<file path="src/rtl/pulse_sched_arbiter.sv">
// Round-robin front end that shares one pulse generator between NREQ requesters.
// Grants one request per burst, triggers the generator, supervises it and reports done/err.
module pulse_sched_arbiter #(
    parameter int NREQ     = 4,
    parameter int HOLDOFF  = 16,
    parameter int START_TO = 4,
    parameter int DONE_TO  = 2047
) (
    input  logic                clk,
    input  logic                rst_n,
    input  logic [NREQ-1:0]     req,
    input  logic [2*NREQ-1:0]   req_repeats,
    output logic [NREQ-1:0]     gnt,
    output logic                done,
    output logic                err,
    output logic                busy,
    output logic                pg_trigger,
    output logic [1:0]          pg_repeats,
    input  logic                pg_ena
);

    localparam int HOLD_V = (HOLDOFF < 1) ? 1 : HOLDOFF;
    localparam int MAXC_A = (DONE_TO > START_TO) ? DONE_TO : START_TO;
    localparam int MAXC   = (MAXC_A > HOLD_V) ? MAXC_A : HOLD_V;
    localparam int CNT_W  = $clog2(MAXC + 1);
    localparam int IDX_W  = $clog2(NREQ);

    typedef enum logic [2:0] {
        S_IDLE,
        S_TRIG,
        S_WAIT_START,
        S_WAIT_DONE,
        S_DONE,
        S_HOLD
    } state_t;

    state_t             r_state;
    logic [CNT_W-1:0]   r_cnt;
    logic [IDX_W-1:0]   r_rr_ptr;
    logic [IDX_W-1:0]   r_gnt_idx;
    logic [NREQ-1:0]    r_gnt;
    logic               r_done;
    logic               r_err;
    logic               r_busy;
    logic               r_trig;
    logic [1:0]         r_rep;

    logic               w_found;
    logic [IDX_W-1:0]   w_win;
    logic [1:0]         w_win_rep;
    logic [IDX_W-1:0]   w_rr_next;

    // First pending request at or above the pointer, wrapping past NREQ-1.
    always_comb begin
        w_found = 1'b0;
        w_win   = '0;
        for (int k = 0; k < NREQ; k++) begin
            if (!w_found && req[(int'(r_rr_ptr) + k) % NREQ]) begin
                w_found = 1'b1;
                w_win   = IDX_W'((int'(r_rr_ptr) + k) % NREQ);
            end
        end
    end

    assign w_win_rep = req_repeats[2*int'(w_win) +: 2];
    assign w_rr_next = (int'(r_gnt_idx) == NREQ - 1) ? '0 : r_gnt_idx + 1'b1;

    always_ff @(posedge clk) begin
        if (!rst_n) begin
            r_state   <= S_IDLE;
            r_cnt     <= '0;
            r_rr_ptr  <= '0;
            r_gnt_idx <= '0;
            r_gnt     <= '0;
            r_done    <= 1'b0;
            r_err     <= 1'b0;
            r_busy    <= 1'b0;
            r_trig    <= 1'b0;
            r_rep     <= '0;
        end else begin
            case (r_state)
                S_IDLE: begin
                    if (w_found) begin
                        r_gnt_idx <= w_win;
                        r_gnt     <= NREQ'(1) << w_win;
                        r_rep     <= w_win_rep;
                        r_busy    <= 1'b1;
                        r_err     <= 1'b0;
                        // A zero-length burst completes without touching the generator.
                        if (w_win_rep == 2'd0) begin
                            r_done  <= 1'b1;
                            r_state <= S_DONE;
                        end else begin
                            r_trig  <= 1'b1;
                            r_state <= S_TRIG;
                        end
                    end
                end
                S_TRIG: begin
                    r_trig  <= 1'b0;
                    r_cnt   <= '0;
                    r_state <= S_WAIT_START;
                end
                S_WAIT_START: begin
                    if (!pg_ena) begin
                        r_cnt   <= '0;
                        r_state <= S_WAIT_DONE;
                    end else if (r_cnt == CNT_W'(START_TO - 1)) begin
                        r_done  <= 1'b1;
                        r_err   <= 1'b1;
                        r_state <= S_DONE;
                    end else begin
                        r_cnt <= r_cnt + 1'b1;
                    end
                end
                S_WAIT_DONE: begin
                    if (pg_ena) begin
                        r_done  <= 1'b1;
                        r_err   <= 1'b0;
                        r_state <= S_DONE;
                    end else if (r_cnt == CNT_W'(DONE_TO - 1)) begin
                        r_done  <= 1'b1;
                        r_err   <= 1'b1;
                        r_state <= S_DONE;
                    end else begin
                        r_cnt <= r_cnt + 1'b1;
                    end
                end
                S_DONE: begin
                    r_done   <= 1'b0;
                    r_err    <= 1'b0;
                    r_gnt    <= '0;
                    r_rr_ptr <= w_rr_next;
                    r_cnt    <= CNT_W'(HOLD_V);
                    r_state  <= S_HOLD;
                end
                S_HOLD: begin
                    if (r_cnt == CNT_W'(1)) begin
                        r_cnt   <= '0;
                        r_busy  <= 1'b0;
                        r_state <= S_IDLE;
                    end else begin
                        r_cnt <= r_cnt - 1'b1;
                    end
                end
                default: begin
                    r_state <= S_IDLE;
                    r_busy  <= 1'b0;
                    r_gnt   <= '0;
                    r_done  <= 1'b0;
                    r_err   <= 1'b0;
                    r_trig  <= 1'b0;
                end
            endcase
        end
    end

    assign gnt        = r_gnt;
    assign done       = r_done;
    assign err        = r_err;
    assign busy       = r_busy;
    assign pg_trigger = r_trig;
    assign pg_repeats = r_rep;

endmodule
</file>
<file path="config.mk">
export PLATFORM = sky130hd
export DESIGN_NAME = pulse_sched_arbiter
export DESIGN_NICKNAME = d
export VERILOG_FILES = /design/src/rtl/pulse_sched_arbiter.sv
export SDC_FILE = /design/constraint.sdc
export NUM_CORES = 1
export LEC_CHECK = 0
export CAP_MARGIN = 20
export CORE_MARGIN = 2
export CORE_UTILIZATION = 55
export CTS_CLUSTER_SIZE = 24
export DETAILED_ROUTE_END_ITERATION = 8
export PLACE_DENSITY = 0.79
export SYNTH_ARGS = -nofsm -noshare
export SYNTH_HDL_FRONTEND = slang
export SYNTH_SLANG_ARGS = --single-unit
</file>
<file path="constraint.sdc">
create_clock -name clk -period 2.34 [get_ports clk]
set_input_delay 0.351 -clock clk [delete_from_list [all_inputs] [get_ports clk]]
set_output_delay 0.351 -clock clk [all_outputs]
set_load 0.02 [all_outputs]
</file>
==> results of run 1 <==
sequential cells by signal, summed over array words and instances (netlist names):
register,count
r_rr_ptr,2
r_state,3
pg_repeats,2
gnt,4
busy,1
done,1
err,1
r_cnt,11
pg_trigger,1
r_gnt_idx,2
power by group:
part           switching, mW  internal (mW)
registers             0.0819          0.567
clock network          0.153          0.173
logic                  0.766          0.531
total                   1.00           1.27
worst max path at each step:
stage | startpoint | to | slack (ps) | depth (start not counted)
after floorplan | r_cnt[4] | r_cnt[2] | 310 | 9
after global placement | req[2] | done | -20 | 7
after detailed placement | req[2] | done | -50 | 7
after CTS | r_cnt[7] | r_cnt[9] | 100 | 7
after global routing | r_cnt[7] | r_state[0] | -10 | 9
final | r_cnt[2] | r_state[0] | 50 | 8
metal layers:
layer  wire (microns)  global-route usage, %
met1             2510                   36.9
met2             2200                   39.7
met3              360                   3.17
met4               59                   8.42
met5                0                      0
repair_timing:
| action | in CTS | in global routing |
|---|---|---|
| buffers inserted | 0 | 1 |
| gates resized for setup | 0 | 4 |
| endpoints found under the setup margin | 0 | 5 |
cell usage in the layout, fill, tap and decap left out, types with 4 or more instances in the layout:
| cell | instances |
|---|---|
| mux2i_1 | 6 |
| a31oi_1 | 4 |
| nand3_1 | 11 |
| dfxtp_1 | 27 |
| nor3_1 | 17 |
| buf_4 | 21 |
| nand2_1 | 33 |
| a311oi_1 | 4 |
| and2_1 | 6 |
| nor2_1 | 30 |
| a21oi_1 | 32 |
| clkdlybuf4s50_1 | 24 |
| o21ai_0 | 17 |
| inv_1 | 9 |
| ha_1 | 6 |
critical path, delay by kind of cell (launching register included):
family / cells / cell delay, ps
AO/OA/AOI/OAI: 5 / 800
buffers and inverters: 1 / 170
flip-flops: 1 / 340
AND/OR/NAND/NOR: 2 / 880
stage by stage:
stage | power, mW | hold WS (ps) | TNS (ps) | setup slack (ps)
after detailed placement | 1.91 | 445 | -57.1 | -52.8
after global routing | 2.44 | 512 | -12.0 | -12.0
after global placement | 1.89 | 436 | -17.5 | -17.5
after CTS | 2.23 | 475 | 0 | 96.4
after floorplan | 1.53 | 440 | 0 | 306
final | 2.27 | 476 | 0 | 49.6
kinds of logic (layout without fill, tap and decap cells):
kind of cell / after synthesis / in the layout / synth area share [%]
AND/OR/NAND/NOR: 117 / 117 / 28.8
AO/OA/AOI/OAI: 85 / 85 / 28.1
flip-flops: 28 / 28 / 28.3
buffers and inverters: 26 / 59 / 6.06
multiplexers: 8 / 8 / 4.16
adder cells (fa/ha/maj): 6 / 6 / 3.79
XOR/XNOR: 2 / 2 / 0.883
cell type report:
class	instances	share of cell area [%]
well taps	46	2.37
multi-input cells	218	54.1
repair buffers	46	16.9
inverters	9	1.39
flip-flops and latches	28	23.1
clock buffers	3	0.928
clock inverters	1	1.24
==> summary.md, run 1 <==
| Metric | Value |
|---|---|
| Worst hold stages | 2 |
| FFs w/ async S/R, synth | 0% |
| Startpoint Class | register |
| Final Cell Area | about 2400 sq um |
| Top cells by count, synth | a21oi_1, nand2_1, nor2_1 |
| Reg clk slew, reported paths | 160 ps |
| Remaining Overflow, GRT | 0 |
| R2r worst-path depth | 8 |
| Clock Sinks | 28 |
| Vias per Instance | 6.09 |
| IR drop worst, VDD | 0.000705 V |
| Hold path startpoint | r_gnt_idx[1] |
| Die area | 4100 sq um |
| Final #Nets | 327 |
| Worst-margin pin slew | 539 ps |
| Most used cell along the critical path | a211oi_1 |
| Worst min path class | register to register |
| Largest net degree at the start of global routing | 21 |
| Placed Cells | 346 |
| Clk_skew | between 2 and 2.5 ps |
| F_max | about 440 MHz |
| Worst Hold Path EP | r_gnt_idx[1] |
| Hold Buf Count CTS | 0 |
| FF/Latch Area | 562 sq um |
| Period minus WS final | 2290 ps |
| Pleak | 0.900 nW |
| First-pass GRT wire length | 8540 microns |
| I/O Pins | 25 |
| CTS tree | built |
| CP max stage cell | or4_4 |
| CTS Buffer Depth | 2 |
| Global Route Usage Sum | between 20% and 30% |
| Core area | 3390 sq um |
| Outcome | finished clean |
| Max Cap Viol | 0 |
| Dpl hpwl | 3720 microns |
| Antenna Cells | 0 |
| Die Ht | 64.0 microns |
| Avg Inst Size Synth | 7.29 sq um |
| Req. time, crit path | between 2000 and 3000 ps |
| Root Driver | clkbuf_4 |
| Drt pass-1 iters | 4 |
| Die X | 64.0 microns |
| Share of cells above drive strength 1 | approximately an eighth |
| Crit path capture type | register |
| Max FO, Critical Path | 4 |
| Crit path cell chain | or4_4 > nor3b_4 > a211oi_1 > a221oi_2 > buf_4 > a211oi_1 > a31oi_1 > o21ai_1 |
| Post-DRT Antenna Nets | 0 |
| Initial Util | 58.5% |
| Area delta synth->final | 22.4% |
| GPL Wtd Cong | 0.910 |
| Cell variety after synth | ~50 |
| Ys Warns | 0 |
| Placed instance area | 2350 sq um |
| Skew-Pair Late Insertion Delay | ~340 ps |
| Vias | 2139 |
| CTS Buf Count | 3 |
| Synth area leader | dfxtp_1 |
| Max stage delay on crit path | about 570 ps |
| Routed WL per cell | 14.6 microns |
| Top cells by area, synth | dfxtp_1, a21oi_1, nand2_1 |
| Post-synthesis sequential area ratio | 28.3% |
| Fin crit share | a little over nine tenths |
| Netlist Area Pre-Place | about 2000 sq um |
| Post-synth EDFFs | 0 |
| Critical Setup Path Class | register to register |
| #FFs+latches synth | 28 |
| Fin util | 71.6% |
| Synth Flop Type | dfxtp_1 |
| Final setup fails | 0 |
| Number of global-route vias before repair | 1914 |
| Flop-to-flop setup slack | 50 ps |
| Reg2reg end | r_state[0] |
| Routed wire length | between 5000 and 6000 microns |
| Final hold violations | 0 |
| Row count | 21 |
| Synth top area share | 28.3% |
| Max Slew Vio Count | 0 |
| Initial drt markers | 147 |
| Slew HR | 64.0% |
| Finished Layout Cells | between 300 and 400 |
| Multi-input gate area | 1310 sq um |
| Syn nets | 293 |
| H-Tree Depth | 1 |
| Initial antenna violation count | 0 |
| Worst reg2reg path startpoint | r_cnt[2] |
| Buffers on Ports | 24 |
| Worst EP arrival | 2540 ps |
| Power per Cell Area | 936 nW/um^2 |
| Number of fill cells in the layout | roughly 280 |
| Synth Instances | 272 |
| Residual DRC count | 0 |
Power figures use the tool's default switching activity.
==> inputs of run 2 (changes only) <==
Clock period 2.34 ns to 2.52 ns, I/O delays scaled along.
==> run 2 against run 1 <==
Against the previous run:
- sequential cell count did not move
- critical endpoint is now r_cnt[9]
- first-iteration DRC count rose by 62%
- worst hold slack got worse by 5.0 ps
- clock-buffer cell count did not move
- cell count fell by 1.1%
- critical path depth fell by 1
- via count rose by 0.65%
- utilization fell by 1.3 points
- fmax fell by 1.0%
- clock power fell by 5%
- largest power group unchanged
- routed wire length rose by 2.4%
- sequential power fell by 6.2%
==> summary.md, run 2 (synthesis gave the netlist of run 1 again) <==
| Metric | Value |
|---|---|
| Outcome | finished clean |
| RSZ-0062 raised after global routing | no |
| Crit path capture type | register |
| Area delta synth->final | 20.1% |
| Max stage delay on crit path | 630 ps |
| Clock Sinks | 28 |
| Final #Nets | 323 |
| Initial antenna violation count | 0 |
| Max Slew Vio Count | 0 |
| Number of fill cells in the layout | about 300 |
| Share of cells above drive strength 1 | 11.0% |
| Req. time, crit path | 2820 ps |
| CTS Buffer Depth | 2 |
| Setup crit end | r_cnt[9] |
| Max Cap Viol | 0 |
| Initial drt markers | 238 |
| Final hold violations | 0 |
| Power per Cell Area | 871 nW/um^2 |
| H-Tree Depth | 1 |
| Pleak | between 0.8 and 0.9 nW |
| Reg2reg end | r_cnt[9] |
| CP Buf/Inv Count | 1 |
| Largest net degree at the start of global routing | 21 |
| Final worst setup slack | 205 ps |
| Vias per Instance | 6.20 |
| Remaining Overflow, GRT | 0 |
| Crit path cell chain | nor4_1 > buf_4 > nor3b_4 > a21oi_1 > a21oi_1 > a2111o_1 > a21oi_1 |
| Residual DRC count | 0 |
| Flop-to-flop setup slack | 210 ps |
| Clk_skew | 11.1 ps |
| Worst reg2reg path startpoint | r_cnt[8] |
| Final setup fails | 0 |
| Reg clk slew, reported paths | 170 ps |
| Post-CTS resize count | 0 |
| Skew-Pair Late Insertion Delay | around 350 ps |
| Die area | 4100 sq um |
| Vias | around 2200 |
| Startpoint Class | register |
| Global Route Usage Sum | 28.0% |
| Number of global-route vias before repair | a little over 2000 |
| Die X | 64.0 microns |
| CTS tree | built |
| CTS Buf Count | 3 |
| Critical Setup Path Class | register to register |
| R2r worst-path depth | 7 |
| IR drop worst, VDD | 0.000741 V |
| Postcts setup bufs | 0 |
| First-pass GRT wire length | 9160 microns |
| Largest Register | r_cnt |
| CP Depth | 7 |
| I/O Pins | 25 |
| Drt pass-1 iters | 5 |
| Die Ht | 64.0 microns |
| Post-Route Setup TNS | 0 ps |
| Max FO, Critical Path | 8 |
| Crit. Startpoint | r_cnt[8] |
| Most used cell along the critical path | a21oi_1 |
| Max reg flops | 11 |
| Row count | 21 |
| Root Driver | clkbuf_4 |
| Worst EP arrival | 2610 ps |
| Hold Buf Count CTS | 0 |
| Buffers on Ports | 24 |
| Commonest non-fill, non-tap cells in the layout | a21oi_1, nand2_1, nor2_1 |
| Delay-heaviest family, CP | compound AO/OA/AOI/OAI gates |
| F_max | between 400 and 500 MHz |
| Initial Util | 58.5% |
| Slew HR | 49.1% |
| Worst min path class | register to register |
| Worst-margin pin slew | around 760 ps |
| Routed wire length | about 5200 microns |
| Post-DRT Antenna Nets | 0 |
| Core area | 3390 sq um |
| Period minus WS final | 2310 ps |
| Dpl hpwl | between 3000 and 4000 microns |
| Fin crit share | 91.8% |
| CP max stage cell | a21oi_1 |
| GPL Wtd Cong | 0.949 |
| Antenna Cells | 0 |
| Routed WL per cell | 15.1 microns |
| Setup WS pre-CTS | 101 ps |
## run 2: cell types whose count changed in the layout (fill, tap and decap cells not counted), sizes merged
| cell | previous run | this run |
|---|---|---|
| buf | 22 | 18 |
## run 2: worst register-to-register path, delay by kind of cell (launching register included)
kind	cells	cell delay (ps)
buffers and inverters	1	150
DFF	1	500
AOI/OAI and AO/OA	4	1370
and+or+nand+nor	2	250
## run 2: metrics by stage
stage	hold slack (ps)	instances	utilization, %	instance area, sq um	power (mW)
4_1_cts	476	347	70.3	2380	2.07
3_5_place_dp	447	343	68.7	2330	1.76
2_1_floorplan	440	272	-	1980	1.42
6_report	471	347	70.3	2380	2.07
5_1_grt	534	347	70.3	2380	2.24
3_3_place_gp	439	343	68.7	2330	1.74
## run 2: layout make-up
cell class / instances / area [sq um] / share of cell area [%]
Clock buffer: 3 / 22.5 / 0.945
Clock inverter: 1 / 30.0 / 1.26
Inverter: 9 / 33.8 / 1.42
Multi-Input combinational cell: 218 / 1300 / 54.7
Sequential cell: 28 / 561 / 23.5
Tap cell: 46 / 57.6 / 2.42
Timing Repair Buffer: 42 / 375 / 15.8
## run 2: report_power, final
group	switching, mW	internal (mW)	total, mW
Combinational	0.696	0.458	1.15
Sequential	0.0841	0.525	0.609
Clock	0.150	0.161	0.311
## run 2: per-layer routing
metal	part of all wire, %	vias up	GRT usage (%)
met5	0	-	0
met4	2.4	0	11.4
met3	7.7	13	3.87
li1	-	1053	-
met1	46	1000	39.7
met2	44	87	42.7
## run 2: worst min-delay path by stage
stage / startpoint / end / slack [ps] / depth (start not counted)
final: pg_trigger / pg_trigger / 470 / 2
after global routing: pg_trigger / pg_trigger / 530 / 2
after CTS: pg_trigger / pg_trigger / 480 / 2
after detailed placement: pg_trigger / pg_trigger / 450 / 2
after global placement: pg_trigger / pg_trigger / 440 / 2
after floorplan: r_gnt_idx[1] / r_gnt_idx[1] / 440 / 2
==> inputs of run 3 (changes only) <==
Settings changed: CORE_UTILIZATION 55 to 45, PLACE_DENSITY 0.79 to 0.67.
==> run 3 against run 2 <==
Against the previous run:
- die area up 21%
- global-route usage down 6.4 points
- cell count up 1.4%
==> summary.md, run 3 (synthesis gave the netlist of run 1 again) <==
| Metric | Value |
|---|---|
| Reg clk slew, reported paths | about 100 ps |
| Critical Setup Path Class | register to register |
| Post-CTS resize count | 0 |
| Residual DRC count | 0 |
| Startpoint Class | register |
| Worst reg2reg path startpoint | r_cnt[8] |
| Post-Route Setup TNS | 0 ps |
| Fin crit share | 88.0% |
| Max reg flops | 11 |
| Power per Cell Area | 885 nW/um^2 |
| RSZ-0062 raised after global routing | no |
| Postcts setup bufs | 0 |
| IR drop worst, VDD | 0.000719 V |
| Worst min path class | register to register |
| Vias per Instance | 5.88 |
| Final worst setup slack | 301 ps |
| Buffers on Ports | 24 |
| Final hold violations | 0 |
| Die Ht | 70.4 microns |
| Root Driver | clkbuf_8 |
| Clk_skew | 2.34 ps |
| H-Tree Depth | 1 |
| Initial antenna violation count | 0 |
| First-pass GRT wire length | 8740 microns |
| Skew-Pair Late Insertion Delay | 280 ps |
| Pleak | 0.882 nW |
| Commonest non-fill, non-tap cells in the layout | a21oi_1, nand2_1, nor2_1 |
| Final setup fails | 0 |
| Drt pass-1 iters | 4 |
| Outcome | finished clean |
| I/O Pins | 25 |
| Initial drt markers | 108 |
| Period minus WS final | roughly 2200 ps |
| Dpl hpwl | ~3800 microns |
| Die X | 70.4 microns |
| Core area | 4290 sq um |
| Max FO, Critical Path | 8 |
| Req. time, crit path | 2750 ps |
| Setup crit end | r_cnt[9] |
| Slew HR | 51.9% |
| R2r worst-path depth | 7 |
| CTS Buf Count | 3 |
| F_max | 451 MHz |
| CTS Buffer Depth | 2 |
| Flop-to-flop setup slack | 300 ps |
| Routed WL per cell | about 15 microns |
| Max Cap Viol | 0 |
| Final #Nets | 322 |
| Crit. Startpoint | r_cnt[8] |
| Largest Register | r_cnt |
| Global Route Usage Sum | 21.7% |
| Crit path capture type | register |
| Share of cells above drive strength 1 | roughly a tenth |
| Initial Util | 46.2% |
| Worst EP arrival | ~2400 ps |
| Antenna Cells | 0 |
| Hold Buf Count CTS | 0 |
| CTS tree | built |
| Largest net degree at the start of global routing | 21 |
| Remaining Overflow, GRT | 0 |
| Post-DRT Antenna Nets | 0 |
| Max Slew Vio Count | 0 |
| Routed wire length | 5240 microns |
| Setup WS pre-CTS | ~47 ps |
| Area delta synth->final | 21.1% |
| Reg2reg end | r_cnt[9] |
| GPL Wtd Cong | 0.894 |
| Die area | 4950 sq um |
| Worst-margin pin slew | 721 ps |
| Row count | 24 |
| Number of global-route vias before repair | about 1800 |
| Number of fill cells in the layout | 425 |
| Clock Sinks | 28 |
| Vias | about 2100 |
==> run 3: cell count changes in the layout (fill, tap and decap cells not counted) <==
cell,previous run,this run
clkbuf_8,0,3
clkbuf_4,3,0
buf_4,18,17
==> run 3: area by class of cell <==
type                            count  area [sq um]  share of cell area [%]
Clock inverter                      1          30.0                    1.25
Clock buffer                        3          41.3                    1.72
Tap cell                           52          65.1                    2.71
Inverter                            9          33.8                    1.41
Timing Repair Buffer               41           368                    15.3
Sequential cell                    28           561                    23.3
Multi-Input combinational cell    218          1300                    54.2
==> run 3: stage by stage <==
| stage | hold slack, ps | power [mW] | util, % | instances | instance area, sq um |
|---|---|---|---|---|---|
| floorplan | 440 | 1.42 | - | 272 | 1980 |
| global placement | 450 | 1.75 | 54.3 | 348 | 2330 |
| detailed placement | 455 | 1.75 | 54.3 | 348 | 2330 |
| CTS | 477 | 2.12 | 55.9 | 352 | 2400 |
| global route | 489 | 2.29 | 55.9 | 352 | 2400 |
| finish | 469 | 2.12 | 55.9 | 352 | 2400 |
==> run 3: how the worst min path moves through the flow <==
| stage | start | depth (start not counted) | slack, ps | endpoint |
|---|---|---|---|---|
| final | pg_trigger | 2 | 470 | pg_trigger |
| after floorplan | r_gnt_idx[1] | 2 | 440 | r_gnt_idx[1] |
| after global placement | pg_trigger | 2 | 450 | pg_trigger |
| after detailed placement | pg_trigger | 2 | 460 | pg_trigger |
| after global routing | r_gnt_idx[1] | 2 | 490 | r_gnt_idx[1] |
| after CTS | pg_trigger | 2 | 480 | pg_trigger |
==> run 3: routing by layer <==
metal / GRT usage, % / part of all wire (%) / vias up
li1: - / - / 1049
met2: 33.0 / 44 / 49
met3: 3.03 / 5.4 / 5
met1: 32.0 / 49 / 965
met5: 0 / 0 / -
met4: 5.34 / 0.95 / 0
==> run 3: worst max-delay path: stages, from the launching register on <==
cell      delay [ps]
dfxtp_1          450
nor4_1            80
buf_4            150
nor3b_4          160
a21oi_1          600
a21oi_1          150
a2111o_1         440
a21oi_1          130
==> run 3: power by group <==
group          total [mW]  switching, mW  internal, mW
Sequential          0.610         0.0851         0.525
Combinational        1.15          0.693         0.453
Clock               0.368          0.155         0.213
Total                2.12          0.933          1.19
